==> config.mk <==
export PLATFORM = sky130hd
export DESIGN_NAME = act_unit_vec
export DESIGN_NICKNAME = d
export VERILOG_FILES = /design/src/rtl/act_unit_vec.sv
export SDC_FILE = /design/constraint.sdc
export NUM_CORES = 1
export LEC_CHECK = 0
export BUFFER_PORTS_ARGS = -buffer_cell sky130_fd_sc_hd__buf_2
export CORE_AREA = 2 2 173 175
export CTS_BUF_LIST = sky130_fd_sc_hd__clkbuf_4 sky130_fd_sc_hd__clkbuf_8
export CTS_CLUSTER_DIAMETER = 120
export DETAILED_ROUTE_END_ITERATION = 8
export DIE_AREA = 0 0 175 177
export PLACE_DENSITY = 0.75
export SKIP_CTS_REPAIR_TIMING = 1
export SLEW_MARGIN = 5
export SYNTH_ARGS = -nofsm -noshare
export SYNTH_HDL_FRONTEND = slang
export SYNTH_SLANG_ARGS = --single-unit
==> constraint.sdc <==
create_clock -name clk -period 9.09 [get_ports clk]
set_clock_uncertainty 0.2 [all_clocks]
set_input_delay 1.3635 -clock clk [delete_from_list [all_inputs] [get_ports clk]]
set_output_delay 1.3635 -clock clk [all_outputs]
set_load 0.02 [all_outputs]
==> src/rtl/act_unit_vec.sv <==
// Multi-lane FP32 activation unit (identity / ReLU / leaky ReLU / clipped ReLU).
// Two-stage valid/ready pipeline with a saturating zero-output counter.
module act_unit_vec #(
    parameter int          LANES      = 4,
    parameter int          LEAK_SHIFT = 3,
    parameter logic [31:0] CLIP_VAL   = 32'h40C00000,
    parameter int          CNT_W      = 32
) (
    input  logic                  clk,
    input  logic                  rst,
    input  logic [1:0]            mode,
    input  logic                  in_valid,
    output logic                  in_ready,
    input  logic [LANES*32-1:0]   z,
    output logic                  out_valid,
    input  logic                  out_ready,
    output logic [LANES*32-1:0]   a,
    input  logic                  cnt_clr,
    output logic [CNT_W-1:0]      zero_cnt
);

    localparam int          ZW       = $clog2(LANES + 1);
    localparam logic [7:0]  LEAK_E   = 8'(LEAK_SHIFT);
    localparam logic [31:0] QNAN     = 32'h7FC00000;
    localparam logic [31:0] NEG_INF  = 32'hFF800000;
    localparam logic [CNT_W:0] CNT_MAX = {1'b0, {CNT_W{1'b1}}};

    logic                 s1_valid_q;
    logic [LANES*32-1:0]  s1_z_q;
    logic [1:0]           s1_mode_q;
    logic [LANES-1:0]     s1_sign_q, s1_zexp_q, s1_nan_q, s1_gt_q;
    logic [LANES-1:0]     sign_d, zexp_d, nan_d, gt_d;

    logic                 out_valid_q;
    logic [LANES*32-1:0]  a_q, a_d;
    logic [CNT_W-1:0]     cnt_q, cnt_d;
    logic [ZW-1:0]        zeros_s;
    logic [CNT_W:0]       cnt_sum_s;
    logic                 stall_s, xfer_s;

    // Per-lane activation from the S1 class flags; mode 0 is a raw pass-through.
    function automatic logic [31:0] act_lane(
        input logic [1:0]  m,
        input logic [31:0] x,
        input logic        sgn,
        input logic        zexp,
        input logic        nan,
        input logic        gt
    );
        logic [31:0] r;
        logic [7:0]  e;
        e = x[30:23];
        case (m)
            2'd0: r = x;
            2'd1, 2'd2, 2'd3: begin
                if (nan) begin
                    r = QNAN;
                end else if (zexp) begin
                    r = 32'h00000000;
                end else if (!sgn) begin
                    r = (m == 2'd3 && gt) ? CLIP_VAL : x;
                end else if (m != 2'd2) begin
                    r = 32'h00000000;
                end else if (e == 8'hFF) begin
                    r = NEG_INF;
                end else if (e > LEAK_E) begin
                    r = {1'b1, e - LEAK_E, x[22:0]};
                end else begin
                    r = 32'h00000000;
                end
            end
            default: r = x;
        endcase
        return r;
    endfunction

    assign stall_s   = out_valid_q && !out_ready;
    assign xfer_s    = out_valid_q && out_ready;
    assign in_ready  = !stall_s;
    assign out_valid = out_valid_q;
    assign a         = a_q;
    assign zero_cnt  = cnt_q;

    // Classify incoming lanes so S2 only has to select a result.
    always_comb begin
        sign_d = '0;
        zexp_d = '0;
        nan_d  = '0;
        gt_d   = '0;
        for (int i = 0; i < LANES; i++) begin
            sign_d[i] = z[32*i+31];
            zexp_d[i] = (z[32*i+23 +: 8] == 8'h00);
            nan_d[i]  = (z[32*i+23 +: 8] == 8'hFF) && (z[32*i +: 23] != 23'h000000);
            gt_d[i]   = (z[32*i +: 31] > CLIP_VAL[30:0]);
        end
    end

    // S2 result for every lane.
    always_comb begin
        a_d = '0;
        for (int i = 0; i < LANES; i++) begin
            a_d[32*i +: 32] = act_lane(s1_mode_q, s1_z_q[32*i +: 32], s1_sign_q[i],
                                       s1_zexp_q[i], s1_nan_q[i], s1_gt_q[i]);
        end
    end

    // Zero-lane tally of the beat currently presented, and the saturating next count.
    always_comb begin
        zeros_s = '0;
        for (int i = 0; i < LANES; i++) begin
            zeros_s = zeros_s + ZW'(a_q[32*i +: 32] == 32'h00000000);
        end
        cnt_sum_s = {1'b0, cnt_q} + (CNT_W+1)'(zeros_s);
        if (cnt_clr) begin
            cnt_d = '0;
        end else if (xfer_s) begin
            cnt_d = (cnt_sum_s > CNT_MAX) ? CNT_MAX[CNT_W-1:0] : cnt_sum_s[CNT_W-1:0];
        end else begin
            cnt_d = cnt_q;
        end
    end

    // Pipeline registers: both stages hold together while the output is stalled.
    always_ff @(posedge clk or negedge rst) begin
        if (!rst) begin
            s1_valid_q  <= 1'b0;
            s1_z_q      <= '0;
            s1_mode_q   <= 2'd0;
            s1_sign_q   <= '0;
            s1_zexp_q   <= '0;
            s1_nan_q    <= '0;
            s1_gt_q     <= '0;
            out_valid_q <= 1'b0;
            a_q         <= '0;
            cnt_q       <= '0;
        end else begin
            cnt_q <= cnt_d;
            if (!stall_s) begin
                s1_valid_q  <= in_valid;
                out_valid_q <= s1_valid_q;
                if (in_valid) begin
                    s1_z_q    <= z;
                    s1_mode_q <= mode;
                    s1_sign_q <= sign_d;
                    s1_zexp_q <= zexp_d;
                    s1_nan_q  <= nan_d;
                    s1_gt_q   <= gt_d;
                end
                if (s1_valid_q) begin
                    a_q <= a_d;
                end
            end
        end
    end

endmodule

==> qor.yml <==
global_routing:
  grt_pass1_wl_um: 66700
  grt_start_max_net_pins: 110
  grt_pass1_vias: 12600
  overflow: 0
  grt_antenna_before_repair: 6
  track_usage_pct: 26.6
outcome:
  status: "complete, no violations"
run:
  drv_cap: 0
clock_tree:
  path_clk_slew_ns: 0.07
  root_buffer: "clkbuf_8"
  cts_tree: "done"
  htreeDepth: 2
  clk_path_buf_depth: 3
  clk_latency_ns: 0.58
  cts_num_sinks: 304
  cts_buffers: 50
worst_hold_path:
  min_path_cells: 2
  hold_start: "s1_z_q[46]"
  hold_class: "reg2reg"
routing:
  drc: 0
  drt_iter0_markers: 1269
  routed_wl_um: 41100
  ant_nets: 0
  drtPass1Iterations: 5
  vias_per_cell: 5.86
  wire_per_inst_um: 18.3
  via_count: 13200
synthesis:
  netlist_instances: 1553
  synthFlopType: "dfrtp_1"
  yosysSeqAreaShare_pct: 53.1
  syn_area_um2: 14300
  ys_warn_count: 0
  synth.top_cell.area_share_pct: 53.1
  yosys_register_bits: 304
  synth_common_cells: "441 x nand2_1, 304 x dfrtp_1, 96 x nor2_1"
  async_reset_ff_share_pct: 100
  yosysMostFrequentCell: "nand2_1"
  syn-num-nets: 1696
  synth.avg_cell_area_um2: 9.22
  yosys.cell_types.count: 75
  synth_edf_count: 0
  yosys.area.top_type: "dfrtp_1"
  synthTopCellsByArea: "dfrtp_1 53%, nand2_1 12%, a22o_1 5.4%, nor4_1 2.8%, nor2_1 2.5%"
final_layout:
  layout-drive-gt1-share_pct: 22.9
  areaGrowthSynthToFinish_pct: 19.6
  nFillCells: 2598
  fin_area_um2: 17100
  multi_input_area_um2: 6210
  seqCellArea_um2: 7610
  fin_nets: 1950
floorplanning:
  initial_core_util_pct: 49.0
  io_pins: 297
  rows: 63
  die_y_um: 177
  die_area_um2: 31000
  die_x_um: 175
  fp.coreArea_um2: 29200
power_and_ir_drop:
  leakage_nw: 8.40
  ir_drop_mv: 0.152
  power.density_nw_per_um2: 259
place:
  gp_congestion: 0.933
  port_buffers: 296
  dp_hpwl_um: 28300
  post_dp_cell_area_um2: 15900
worst_setup_path:
  start_kind: "flip-flop"
  crit_slowest_cell: "nand3_1"
  worstSetupPathType: "reg2reg"
  path_buf_inv: 1
  cpPeakStageDelay_ns: 0.55
  path_common_cell: "fa_1"
  worstPathMaxFanout: 13
  crit_required_ns: 9.39
  cp_data_arrival_time_ns: 4.91
  r2r-start: "a[25]"
  worstSetupPathDepth: 12
  crit_family: "simple AND/OR/NAND/NOR gates"
  end_kind: "flip-flop"
  crit_chain: "nor4_1 -> nand4_1 -> or2_2 -> fa_1 -> fa_1 -> inv_1 -> fa_1 -> nand4_1 -> nor4_1 -> nand3_1 -> and4_1 -> nor3_1"
  cp-startpoint: "a[25]"
  r2r_cells: 12
timing:
  setup_tns_ns: 0
  setup_viol: 0
  final_max_slew_viol_count: 0
  worst_pin_slew_ns: 1.08
  max_slew_margin_pct: 27.8
  fin_crit_sh_pct: 50.7
  period_minus_slack_ns: 4.61
  hold_viol: 0
  hold_slack_ns: 0.272
  fmax_ghz: 0.217
  rsz0062_at_grt: "no"
## per-stage QoR
step | total power [mW] | cells | utilization [%] | setup slack, ns
2_1_floorplan | 2.62 | 1553 | - | 5.22
3_3_place_gp | 3.06 | 2145 | 54.5 | 4.70
3_5_place_dp | 3.09 | 2145 | 54.5 | 4.56
4_1_cts | 4.47 | 2239 | 58.5 | 4.49
5_1_grt | 4.68 | 2243 | 58.6 | 4.04
6_report | 4.44 | 2243 | 58.6 | 4.48
## path summary, 6_finish.rpt
check,slack [ns],to
setup / recovery,4.48,zero_cnt[6]
hold / removal,0.27,s1_z_q[46]
setup reg to reg,4.48,zero_cnt[6]
hold reg to reg,0.27,s1_z_q[46]
max in group asynchronous,6.51,s1_zexp_q[3]
min in group asynchronous,0.61,zero_cnt[19]
## placed cells by master, fill, tap and decap left out, types with 14 or more instances in the layout
cell type and instances:
a22o_1 89, nor2_1 95, nand2_1 439, nor3_1 32
or4_1 14, a31oi_1 21, clkbuf_4 14, nand3_1 19
a21oi_1 53, nand4_1 39, dfrtp_1 304, mux2i_1 14
clkbuf_8 68, buf_2 295, a211oi_1 18, inv_1 17
o21ai_0 51, nor4_1 65
## worst register-to-register path, stage by stage (launching register included)
cell     delay [ns]
dfrtp_1        0.40
nor4_1         0.44
nand4_1        0.14
or2_2          0.38
fa_1           0.50
fa_1           0.46
inv_1          0.08
fa_1           0.20
nand4_1        0.11
nor4_1         0.53
nand3_1        0.55
and4_1         0.40
nor3_1         0.17
## registers in the layout, summed over array words and instances (netlist names), 2 cells and up
name / count
s1_gt_q: 4
a: 128
s1_mode_q: 2
s1_zexp_q: 4
s1_nan_q: 4
zero_cnt: 32
s1_z_q: 128
## metal layers
layer / share of wire (%) / GRT usage (%) / up-vias
met2: 45 / 41.3 / 621
met5: 0.027 / 0 / -
li1: - / - / 6114
met3: 8.5 / 5.88 / 83
met1: 44 / 37.1 / 6332
met4: 2.6 / 8.99 / 2
## where the power goes
part	internal, mW	switching [mW]
Combinational	0.422	0.743
Sequential	1.64	0.267
Clock	0.811	0.559
## cell families after synthesis
kind of cell / synth area share (%)
buf+inv: 3.65
mux: 0.978
flops: 53.1
xor+xnor: 0.122
compound gates: 17.2
simple gates: 24.1
fa+ha+maj: 0.856
## area by class of cell
| class | count | share of cell area, % |
|---|---|---|
| Clock buffer | 82 | 6.08 |
| Clock inverter | 12 | 0.840 |
| Timing Repair Buffer | 306 | 9.14 |
| Sequential cell | 304 | 44.4 |
| Multi-Input combinational cell | 1128 | 36.3 |
| Tap cell | 390 | 2.85 |
| Antenna cell | 4 | 0.0584 |
| Inverter | 17 | 0.372 |
Power figures use the tool's default switching activity.
